File: config.mk
export PLATFORM = sky130hd
export DESIGN_NAME = packet_receiver
export DESIGN_NICKNAME = d
export VERILOG_FILES = /design/src/rtl/packet_receiver.sv
export SDC_FILE = /design/constraint.sdc
export NUM_CORES = 1
export LEC_CHECK = 0
export ABC_AREA = 1
export BUFFER_PORTS_ARGS = -buffer_cell sky130_fd_sc_hd__buf_2
export CAP_MARGIN = 40
export CORE_MARGIN = 2
export CORE_UTILIZATION = 38
export CTS_CLUSTER_SIZE = 14
export DETAILED_ROUTE_END_ITERATION = 6
export SLEW_MARGIN = 20
export SYNTH_ARGS = -nofsm -noshare
export SYNTH_HDL_FRONTEND = slang
export SYNTH_SLANG_ARGS = --single-unit
File: constraint.sdc
create_clock -name clk_hifreq -period 4.3 [get_ports clk_hifreq]
set_input_delay 1.29 -clock clk_hifreq [delete_from_list [all_inputs] [get_ports clk_hifreq]]
set_output_delay 1.29 -clock clk_hifreq [all_outputs]
set_load 0.03 [all_outputs]
File: src/rtl/packet_receiver.sv
// packet_receiver: sink for a sop/eop/wren word stream. Frames words into
// packets, buffers them in a FIFO with registered rdy flow control, and
// re-emits them on a valid/ready interface with abort tagging and
// framing-error reporting.
// Optional build macro PKT_RX_STATS_EN: when defined, pkt_count/err_count are
// saturating statistics counters; when undefined both ports read 0.
module packet_receiver #(
  parameter int DATA_W  = 32,
  parameter int DEPTH   = 16,
  parameter int MAX_LEN = 64
) (
  input  logic              clk_hifreq,
  input  logic              rst,
  input  logic              en,
  input  logic              sop,
  input  logic              eop,
  input  logic              wren,
  input  logic [DATA_W-1:0] datain,
  output logic              rdy,
  output logic [DATA_W-1:0] out_data,
  output logic              out_sop,
  output logic              out_eop,
  output logic              out_abort,
  output logic              out_valid,
  input  logic              out_ready,
  output logic              frame_err,
  output logic              ovf_err,
  output logic [15:0]       pkt_count,
  output logic [15:0]       err_count
);

  localparam int AW = $clog2(DEPTH);
  localparam int CW = AW + 1;
  localparam int LW = $clog2(MAX_LEN + 1);
  localparam int EW = DATA_W + 3;   // {abort, sop, eop, data}

  typedef enum logic [1:0] {IDLE, RECV, DROP} state_t;

  state_t          state_reg, state_next;
  logic [LW-1:0]   len_reg, len_next;
  logic [AW-1:0]   wr_ptr_reg, rd_ptr_reg;
  logic [CW-1:0]   count_reg, count_next;
  logic [EW-1:0]   mem_reg [DEPTH];
  logic [EW-1:0]   wr_entry, head;
  logic            accept, rd_fire, full, ovf_hit;
  logic            wr_fire, fsm_err, pkt_done;
  logic            rdy_reg, frame_err_reg, ovf_err_reg;

  assign accept  = wren && en;
  assign full    = (count_reg == CW'(DEPTH));
  assign rd_fire = out_valid && out_ready;

  // Framing decode: decides what (if anything) the accepted word writes and
  // where the FSM goes; an overflow drop freezes the FSM and suppresses the write.
  always_comb begin
    state_next = state_reg;
    len_next   = len_reg;
    wr_fire    = 1'b0;
    wr_entry   = {1'b0, sop, eop, datain};
    fsm_err    = 1'b0;
    pkt_done   = 1'b0;
    ovf_hit    = accept && full && !rd_fire;
    if (accept) begin
      case (state_reg)
        IDLE, DROP: begin
          if (sop) begin
            wr_fire  = 1'b1;
            wr_entry = {1'b0, 1'b1, eop, datain};
            if (eop) begin
              pkt_done   = 1'b1;
              state_next = IDLE;
            end else begin
              len_next   = LW'(1);
              state_next = RECV;
            end
          end else if (state_reg == IDLE) begin
            fsm_err = 1'b1;            // stray word outside a packet
          end else if (eop) begin
            state_next = IDLE;         // tail of a truncated packet ends
          end
        end
        RECV: begin
          if (sop) begin
            // New packet cuts the current one short: tag it as an abort.
            wr_fire  = 1'b1;
            wr_entry = {1'b1, 1'b1, eop, datain};
            fsm_err  = 1'b1;
            len_next = LW'(1);
            if (eop) begin
              pkt_done   = 1'b1;
              state_next = IDLE;
            end
          end else if (eop) begin
            wr_fire    = 1'b1;
            wr_entry   = {1'b0, 1'b0, 1'b1, datain};
            pkt_done   = 1'b1;
            state_next = IDLE;
          end else if (len_reg == LW'(MAX_LEN - 1)) begin
            // Packet too long: close it here and discard the remainder.
            wr_fire    = 1'b1;
            wr_entry   = {1'b0, 1'b0, 1'b1, datain};
            fsm_err    = 1'b1;
            state_next = DROP;
          end else begin
            wr_fire  = 1'b1;
            wr_entry = {1'b0, 1'b0, 1'b0, datain};
            len_next = len_reg + LW'(1);
          end
        end
        default: state_next = IDLE;
      endcase
    end
    if (ovf_hit) begin
      state_next = state_reg;
      len_next   = len_reg;
      wr_fire    = 1'b0;
      fsm_err    = 1'b0;
      pkt_done   = 1'b0;
    end
  end

  assign count_next = count_reg + CW'(wr_fire) - CW'(rd_fire);

  // FSM, FIFO pointers/occupancy and registered status outputs.
  always_ff @(posedge clk_hifreq or negedge rst) begin
    if (!rst) begin
      state_reg     <= IDLE;
      len_reg       <= '0;
      wr_ptr_reg    <= '0;
      rd_ptr_reg    <= '0;
      count_reg     <= '0;
      rdy_reg       <= 1'b0;
      frame_err_reg <= 1'b0;
      ovf_err_reg   <= 1'b0;
    end else begin
      state_reg     <= state_next;
      len_reg       <= len_next;
      count_reg     <= count_next;
      if (wr_fire) wr_ptr_reg <= wr_ptr_reg + AW'(1);
      if (rd_fire) rd_ptr_reg <= rd_ptr_reg + AW'(1);
      // Two free entries cover the sender's one-cycle reaction to rdy.
      rdy_reg       <= en && (count_next <= CW'(DEPTH - 2));
      frame_err_reg <= fsm_err || ovf_hit;
      if (ovf_hit) ovf_err_reg <= 1'b1;
    end
  end

  // FIFO storage: one write-enabled register per entry, no reset needed.
  generate
    for (genvar gi = 0; gi < DEPTH; gi++) begin : g_mem
      always_ff @(posedge clk_hifreq) begin
        if (wr_fire && (wr_ptr_reg == AW'(gi))) mem_reg[gi] <= wr_entry;
      end
    end
  endgenerate

  // Head is shown combinationally and masked to 0 while the FIFO is empty.
  assign head      = mem_reg[rd_ptr_reg];
  assign out_valid = (count_reg != '0);
  assign out_data  = out_valid ? head[DATA_W-1:0] : '0;
  assign out_eop   = out_valid && head[DATA_W];
  assign out_sop   = out_valid && head[DATA_W+1];
  assign out_abort = out_valid && head[DATA_W+2];
  assign rdy       = rdy_reg;
  assign frame_err = frame_err_reg;
  assign ovf_err   = ovf_err_reg;

`ifdef PKT_RX_STATS_EN
  logic [15:0] pkt_count_reg, err_count_reg;

  // Saturating statistics: completed packets and error pulses.
  always_ff @(posedge clk_hifreq or negedge rst) begin
    if (!rst) begin
      pkt_count_reg <= '0;
      err_count_reg <= '0;
    end else begin
      if (pkt_done && (pkt_count_reg != 16'hFFFF))
        pkt_count_reg <= pkt_count_reg + 16'd1;
      if ((fsm_err || ovf_hit) && (err_count_reg != 16'hFFFF))
        err_count_reg <= err_count_reg + 16'd1;
    end
  end

  assign pkt_count = pkt_count_reg;
  assign err_count = err_count_reg;
`else
  assign pkt_count = 16'd0;
  assign err_count = 16'd0;
`endif

endmodule

# Yosys cells after proc, flatten, opt, wreduce, memory -nomap -nowiden
# Memories as Yosys holds them, arrays and structs flattened.
# Cells that the tools add are included.
[totals]
regBits = 25
ramBits = 560
inputBits = 39
n_memories = 1
[memory_table]
columns = ["memory", "words", "width", "rd", "rd_clocked_by_memory_dff", "write_ports", "line", "text"]
rows = [
  ["mem_reg", 16, 35, 1, 0, 1, "43", "logic [EW-1:0] mem_reg [DEPTH];"],
]
[classes]
add_sub_neg = 5
order_cmp = 1
n_eq_ne = 25
mux = 110
bitwise = 1
n_reduce_logical = 48
[op_table]
columns = ["op", "n"]
rows = [
  ["2-to-1 mux 35 bit", 17],
  ["OR reduction 35 bit", 15],
  ["one-hot mux 35 bit (2 select lines)", 1],
  ["2-to-1 mux 33 bit", 2],
  ["2-to-1 mux 4 bit", 15],
  ["2-to-1 mux 1 bit", 58],
  ["2-to-1 mux 7 bit", 5],
  ["2-to-1 mux 34 bit", 1],
  ["== test 4 bit (second input constant)", 8],
  ["2-to-1 mux 32 bit", 1],
  ["logical AND 1 bit", 24],
  ["== test 4 x 3 -> 1 bit (second input constant)", 4],
  ["one-hot mux 7 bit (2 select lines)", 1],
  ["2-to-1 mux 2 bit", 6],
  ["!= test 3 bit (second input constant)", 3],
  ["adder 4 x 1 -> 4 bit (second input constant)", 2],
  ["== test 4 x 2 -> 1 bit (second input constant)", 2],
  ["adder 7 x 1 -> 7 bit (second input constant)", 1],
  ["== test 7 x 6 -> 1 bit (second input constant)", 1],
  ["AND reduction 7 bit", 1],
  ["adder 5 x 1 -> 5 bit", 1],
  ["== test 5 bit (second input constant)", 1],
  ["less-or-equal comparator 5 x 4 -> 1 bit (second input constant)", 1],
  ["nonzero test 5 bit", 1],
  ["16 further kinds", 18],
]

# Longest topological paths before layout
# Gate-level depths: netlist of the first run.
[logic_depth]
ltp_word = 24
mapped_depth = 16
ltp_nobuf = 16

# Worst setup path before layout of the first run
# OpenSTA, ideal clock, no wires.
[synth_timing]
path_kind = "input to register"
start = "in en"
end = "mem mem_reg[0][0] (netlist name) (enable)"
setup_time_ns = 0.427
arrival_ns = 3.517
required_time_ns = 3.873
slack_ns = 0.356
cell_stages = 7
path_cell_list = "nand2_1 -> nor2_1 -> nand2_1 -> a21oi_1 -> buf_2 -> nand2_1 -> nor2_1"
[synth_between]
elab_chain_cells = 23
elab_cells_between_ends = 98
[synth_rtl]
columns = ["item", "line", "text"]
rows = [
  ["start: declaration", "14", "input logic en,"],
  ["logical AND 1 bit (*)", "49", "assign accept = wren && en;"],
  ["logical AND 1 bit (2 in series)", "62", "ovf_hit = accept && full && !rd_fire;"],
  ["2-to-1 mux 1 bit (*)", "113", "if (ovf_hit) begin"],
  ["logical AND 1 bit", "152", "if (wr_fire && (wr_ptr_reg == AW'(gi))) mem_reg[gi] <= wr_entry;"],
  ["2-to-1 mux 1 bit", "152", ""],
  ["2-to-1 mux 1 bit (not written as such)", "152", ""],
  ["OR reduction 35 bit (no source line)", "--", ""],
  ["2-to-1 mux 4 bit (no source line) or 2-to-1 mux 1 bit (tied branches) (15 in series)", "--", ""],
  ["end: declaration", "43", ""],
]
# Every way passes the cells marked *; elsewhere a longest branch is shown, timed or not.

# Worst setup path after layout of the first run
[layout_timing]
start = "reg count_reg[3]"
end = "out out_eop"
[layout_between]
elab_chain_cells = 2
[layout_rtl]
columns = ["item", "line", "text"]
rows = [
  ["start: declaration", "42", "logic [CW-1:0] count_reg, count_next;"],
  ["start signal: assignment", "138", "count_reg <= count_next;"],
  ["nonzero test 5 bit", "159", "assign out_valid = (count_reg != '0);"],
  ["logical AND 1 bit", "161", "assign out_eop = out_valid && head[DATA_W];"],
  ["end: declaration", "22", "output logic out_eop,"],
]
# No other way between the ends.

==> results.yml, run 1 <==
synth:
  syn_area_mm2: 0.0241
  ys_warn_count: 0
  ys_seq_area_share_pct: 72.4
  synth_cell_types: 24
  ys_ff_latch: 585
  syn_inst: 2076
  synth.avg_cell_area_um2: 11.6
layout:
  layout-drive-gt1-share_pct: 11.5
  nNetsFinal: 2214
  final_cell_mix: "761 x nand2_1, 560 x edfxtp_1, 437 x nand3_1"
  n_antenna_cell: 0
  largest_reg_flops: 560
  layout_commonest_cell: "nand2_1"
  final_area_mm2: 0.0277
  areaGrowthSynthToFinish_pct: 14.8
  fin_cells: 3058
  post-route-util_pct: 44.0
setup_path:
  critical_path_class: "reg -> out"
  cp_max_fo: 17
  crit_top_cell: "nand2_1"
  r2r_cells: 15
  rrSetupSlack_ns: 1.40
  crit_slowest_cell: "clkinv_2"
  start_kind: "flop"
  path_depth: 9
  cp-endpoint: "out_eop"
  crit_family: "buffers and inverters"
  critPathArrivalTime_ns: 2.75
  rr_startpoint: "count_reg[3]"
  max_stage_delay_ns: 0.48
  path_cells: "inv_1 > ha_1 > nand2_1 > nor2_1 > nand2_1 > clkinv_2 > buf_4 > a21oi_1 > buf_2"
  critPathBufInv: 4
  reg2reg_to: "rdy"
  crit_path_start: "count_reg[3]"
  end_kind: "output pin"
  crit_required_ns: 3.01
global_route:
  met1_usage_pct: 24.9
  overflow: 0
  grt_use_met3_pct: 3.39
  grt_usage_pct: 18.1
  busiest_layer: "met2"
  grt_max_degree: 143
  grt_pass1_vias: 14800
  use_met2_pct: 29.6
  grt_antenna_before_repair: 2
  grt_pass1_wl_um: 91400
route:
  first_iter_violations: 1333
  via_count: 15600
  drtPass1Iterations: 5
  ant_nets: 0
  routed_wirelength_um: 60400
  wl_per_cell_um: 19.7
  vias_per_cell: 5.10
  drc: 0
floorplanning:
  pin_count: 110
  coreArea_mm2: 0.0629
  std_cell_rows: 92
  dieArea_mm2: 0.0655
  die_y_um: 256
  start_util_pct: 38.4
  die_w_um: 256
timing:
  finalCritPeriodShare_pct: 94.0
  worst_pin_slew_ns: 0.800
  slew_headroom_pct: 46.7
  fmaxAchievable_mhz: 247
  post-route-min-period_ns: 4.04
  setup_viol_count_final: 0
  worst_slack_ns: 0.259
  hold_viol_final: 0
  skew_ns: 0.0180
  hold_slack_ns: 0.481
  rsz0062_at_grt: "false"
  slew_viol_final: 0
  tns_ns: 0
flow_run:
  maxCapViolations: 0
min_path:
  hold_class: "reg -> reg"
power_and_ir_drop:
  combPwrFrac_pct: 35.9
  total_power_mw: 18.6
  clkPwrFrac_pct: 28.3
  power.internal_mw: 11.5
  seq_power_share_pct: 35.8
  peakVddDrop_uv: 572
  power_switching_mw: 7.09
  leakage_nw: 10.2
  powerDensity_mw_per_mm2: 672
  netSwitchingFraction_pct: 38.1
placement:
  gp_congestion: 0.779
  io_buffers: 77
  placed_cells: 2947
  place_area_mm2: 0.0257
  hpwl_um: 33400
  pre_cts_ws_ns: 0.582
clocking:
  cts.sink_count: 585
  cts_max_path_buffers: 3
  tritoncts: "built"
  cts.clk_slew.worst_paths_ns: 0.06
  cts_hold_buf: 0
  cts_inserted_buffers: 59
  cts_root_buf: "clkbuf_16"
  clk_latency_ns: 0.62
  cts_resized: 0
  postCtsSetupRepairBufs: 0
  htree_num_levels: 2
outcome:
  status: "finished, final reports clean"
worst min-delay path by stage:
stage,from,endpoint,slack [ns],depth (start not counted)
floorplan,len_reg[5],len_reg[5],0.47,2
global placement,ovf_err,ovf_err,0.45,2
detailed placement,ovf_err,ovf_err,0.47,2
CTS,ovf_err,ovf_err,0.49,2
global route,ovf_err,ovf_err,0.53,2
finish,ovf_err,ovf_err,0.48,2
metal layers:
| layer | up-vias | wire [µm] |
|---|---|---|
| li1 | 7341 | - |
| met4 | 4 | 1310 |
| met5 | - | 22 |
| met3 | 97 | 3710 |
| met1 | 7659 | 26500 |
| met2 | 484 | 28900 |
cell type report:
class	count	area (µm²)
fillers	5746	35200
flip-flops and latches	585	17500
multi-input cells	1340	5950
clock buffers	73	1560
repair buffers	145	1100
well taps	846	1060
clock inverters	38	418
inverters	31	128
power by group through the flow:
stage          combinational (mW)  sequential, mW  clock (mW)
2_1_floorplan                4.64            6.68           0
3_3_place_gp                 6.65            6.76           0
3_5_place_dp                 6.70            6.76           0
4_1_cts                      6.74            6.64        5.34
5_1_grt                      7.39            6.66        5.57
6_report                     6.68            6.65        5.27
cell usage after synthesis, drive strengths merged:
cell	n	share of area (%)
buf	132	3.2
xor2	8	0.29
o21ai	12	0.25
inv	30	0.47
nand2	761	12
nand3	437	9.1
conb	1	0.016
clkinv	1	0.016
ha	12	0.62
fa	1	0.083
dfrtp	25	2.6
edfxtp	560	70
or3b	1	0.036
nor2	32	0.52
nor3b	1	0.031
nor3	1	0.021
a21oi	40	0.83
clkbuf	19	0.30
xnor2	2	0.073
logic make-up (layout without fill, tap and decap cells):
family | count (synthesis) | in the layout | synth area share, %
flops | 585 | 585 | 72.4
buf+inv | 182 | 287 | 3.94
other cells | 1 | 32 | 0.0156
compound gates | 52 | 52 | 1.08
xor+xnor | 10 | 10 | 0.363
simple gates | 1233 | 1233 | 21.5
fa+ha+maj | 13 | 13 | 0.706
worst reg2reg max path, delay by kind of cell, from the launching register on:
family | cells | cell delay (ns)
DFF | 1 | 0.39
buffers and inverters | 3 | 0.27
AOI/OAI and AO/OA | 1 | 0.16
adders and majority gates | 4 | 1.13
and+or+nand+nor | 6 | 0.64
xor gates and xnor gates | 1 | 0.22
No activity file was read; power rests on OpenSTA's default activity.
==> run 2, diff against run 1 <==
CELL_PAD_IN_SITES_DETAIL_PLACEMENT = 1   (was default)
CELL_PAD_IN_SITES_GLOBAL_PLACEMENT = 1   (was default)
CORE_MARGIN = 5   (was 2)
GPL_TIMING_DRIVEN = 0   (was default)
PLACE_DENSITY_LB_ADDON = 0.1   (was default)
==> results.yml, run 2 (synthesized netlist as in run 1, its figures left out) <==
min_path:
  hold_class: "reg -> reg"
setup_path:
  crit_required_ns: 3.01
  start_kind: "flop"
  cp_max_fo: 10
  path_cells: "clkbuf_1 > inv_2 > buf_1 > buf_8 > nand2_1 > a21oi_1 > buf_2"
  max_stage_delay_ns: 0.46
  end_kind: "output pin"
  critPathArrivalTime_ns: 2.91
  crit_family: "buffers and inverters"
  critical_path_class: "reg -> out"
  critPathBufInv: 5
  crit_slowest_cell: "buf_1"
route:
  top_layer_used: "met4"
  via_count: 16700
  drtPass1Iterations: 5
  dr_wl_met2_um: 39500
  wl_per_cell_um: 24.6
  route.met3.wl_um: 3310
  routed_wirelength_um: 78400
  vias_per_cell: 5.26
  first_iter_violations: 1179
  ant_nets: 0
  met1Wirelength_um: 33900
  drc: 0
timing:
  worst_pin_slew_ns: 0.846
  hold_viol_final: 0
  setup_viol_count_final: 0
  post-route-min-period_ns: 4.20
  skew_ns: 0.0147
  fmaxAchievable_mhz: 238
  slew_headroom_pct: 43.6
  worst_slack_ns: 0.0979
  tns_ns: 0
  rsz0062_at_grt: "false"
  finalCritPeriodShare_pct: 97.7
  slew_viol_final: 0
clocking:
  tritoncts: "built"
  cts_root_buf: "clkbuf_16"
  htree_num_levels: 3
  clk_latency_ns: 0.60
  cts_hold_buf: 0
  cts.clk_slew.worst_paths_ns: 0.06
  cts_inserted_buffers: 66
  cts_resized: 6
  postCtsSetupRepairBufs: 0
  cts_max_path_buffers: 3
  cts.sink_count: 585
layout:
  nNetsFinal: 2343
  areaGrowthSynthToFinish_pct: 18.6
  layout-drive-gt1-share_pct: 14.9
  n_antenna_cell: 0
  largest_reg_flops: 560
  fin_cells: 3183
  fillCellCount: 6714
  layout_commonest_cell: "nand2_1"
  final_cell_mix: "761 x nand2_1, 560 x edfxtp_1, 437 x nand3_1"
  post-route-util_pct: 45.4
global_route:
  overflow: 0
  grt_max_degree: 26
  grt_usage_pct: 22.7
  grt_pass1_vias: 17300
  grt_antenna_before_repair: 0
  grt_pass1_wl_um: 114000
floorplanning:
  dieArea_mm2: 0.0686
  std_cell_rows: 92
  coreArea_mm2: 0.0630
  pin_count: 110
  start_util_pct: 38.3
  die_w_um: 262
  die_y_um: 262
power_and_ir_drop:
  power.internal_mw: 11.5
  total_power_mw: 19.4
  leakage_nw: 10.8
  powerDensity_mw_per_mm2: 680
  netSwitchingFraction_pct: 41.0
  peakVddDrop_uv: 294
  combPwrFrac_pct: 39.6
  seq_power_share_pct: 33.8
  clkPwrFrac_pct: 26.7
  power_switching_mw: 7.98
placement:
  gp_congestion: 0.769
  pre_cts_ws_ns: 0.121
  placed_cells: 3068
  io_buffers: 77
  hpwl_um: 52500
flow_run:
  maxCapViolations: 0
outcome:
  status: "finished, final reports clean"
run 2: cell count changes in the layout (fill, tap and decap cells not counted), sizes merged:
| cell | previous run | this run |
|---|---|---|
| clkinv | 27 | 20 |
| bufinv | 9 | 0 |
| clkbuf | 73 | 115 |
| clkinvlp | 1 | 0 |
| buf | 145 | 245 |
run 2: layout make-up:
class	count	area [µm²]	share of cell area (%)
Buffer	151	846	2.96
Clock buffer	93	1820	6.36
Clock inverter	21	101	0.355
Inverter	31	118	0.412
Timing Repair Buffer	116	1240	4.35
Multi-Input combinational cell	1340	5950	20.8
Tap cell	846	1060	3.70
Sequential cell	585	17400	61.0
run 2: worst min-delay path, stage by stage, from the launching register on:
cell	delay, ns
dfrtp_1	0.35
inv_1	0.04
nand2_1	0.06
run 2: routing by layer:
| layer | global-route usage (%) | up-vias |
|---|---|---|
| met4 | 6.00 | 0 |
| met2 | 39.4 | 362 |
| met5 | 0 | - |
| li1 | - | 7609 |
| met3 | 2.82 | 100 |
| met1 | 30.5 | 8666 |
run 2: worst paths after layout:
path	start	end	slack, ns	depth (start not counted)
setup / recovery	rd_ptr_reg[3]	out_data[3]	0.1	7
hold / removal	ovf_err	ovf_err	0.48	2
setup reg to reg	count_reg[3]	rdy	1.22	15
hold reg to reg	ovf_err	ovf_err	0.48	2
max in group asynchronous	rst	rd_ptr_reg[3]	3.16	1
min in group asynchronous	rst	count_reg[1]	0.72	1
run 2: power groups by stage:
stage / sequential (mW) / combinational (mW) / clock (mW)
after CTS: 6.57 / 7.80 / 5.29
after detailed placement: 6.68 / 7.74 / 0
after global placement: 6.70 / 7.42 / 0
after global routing: 6.58 / 8.35 / 5.53
after floorplan: 6.68 / 4.64 / 0
final: 6.56 / 7.70 / 5.18
run 2: stage by stage:
step / hold slack, ns / cell area [µm²]
final: 0.482 / 28600
after detailed placement: 0.475 / 26600
after floorplan: 0.471 / 24200
after global placement: 0.448 / 25700
after CTS: 0.496 / 28600
after global routing: 0.520 / 28600
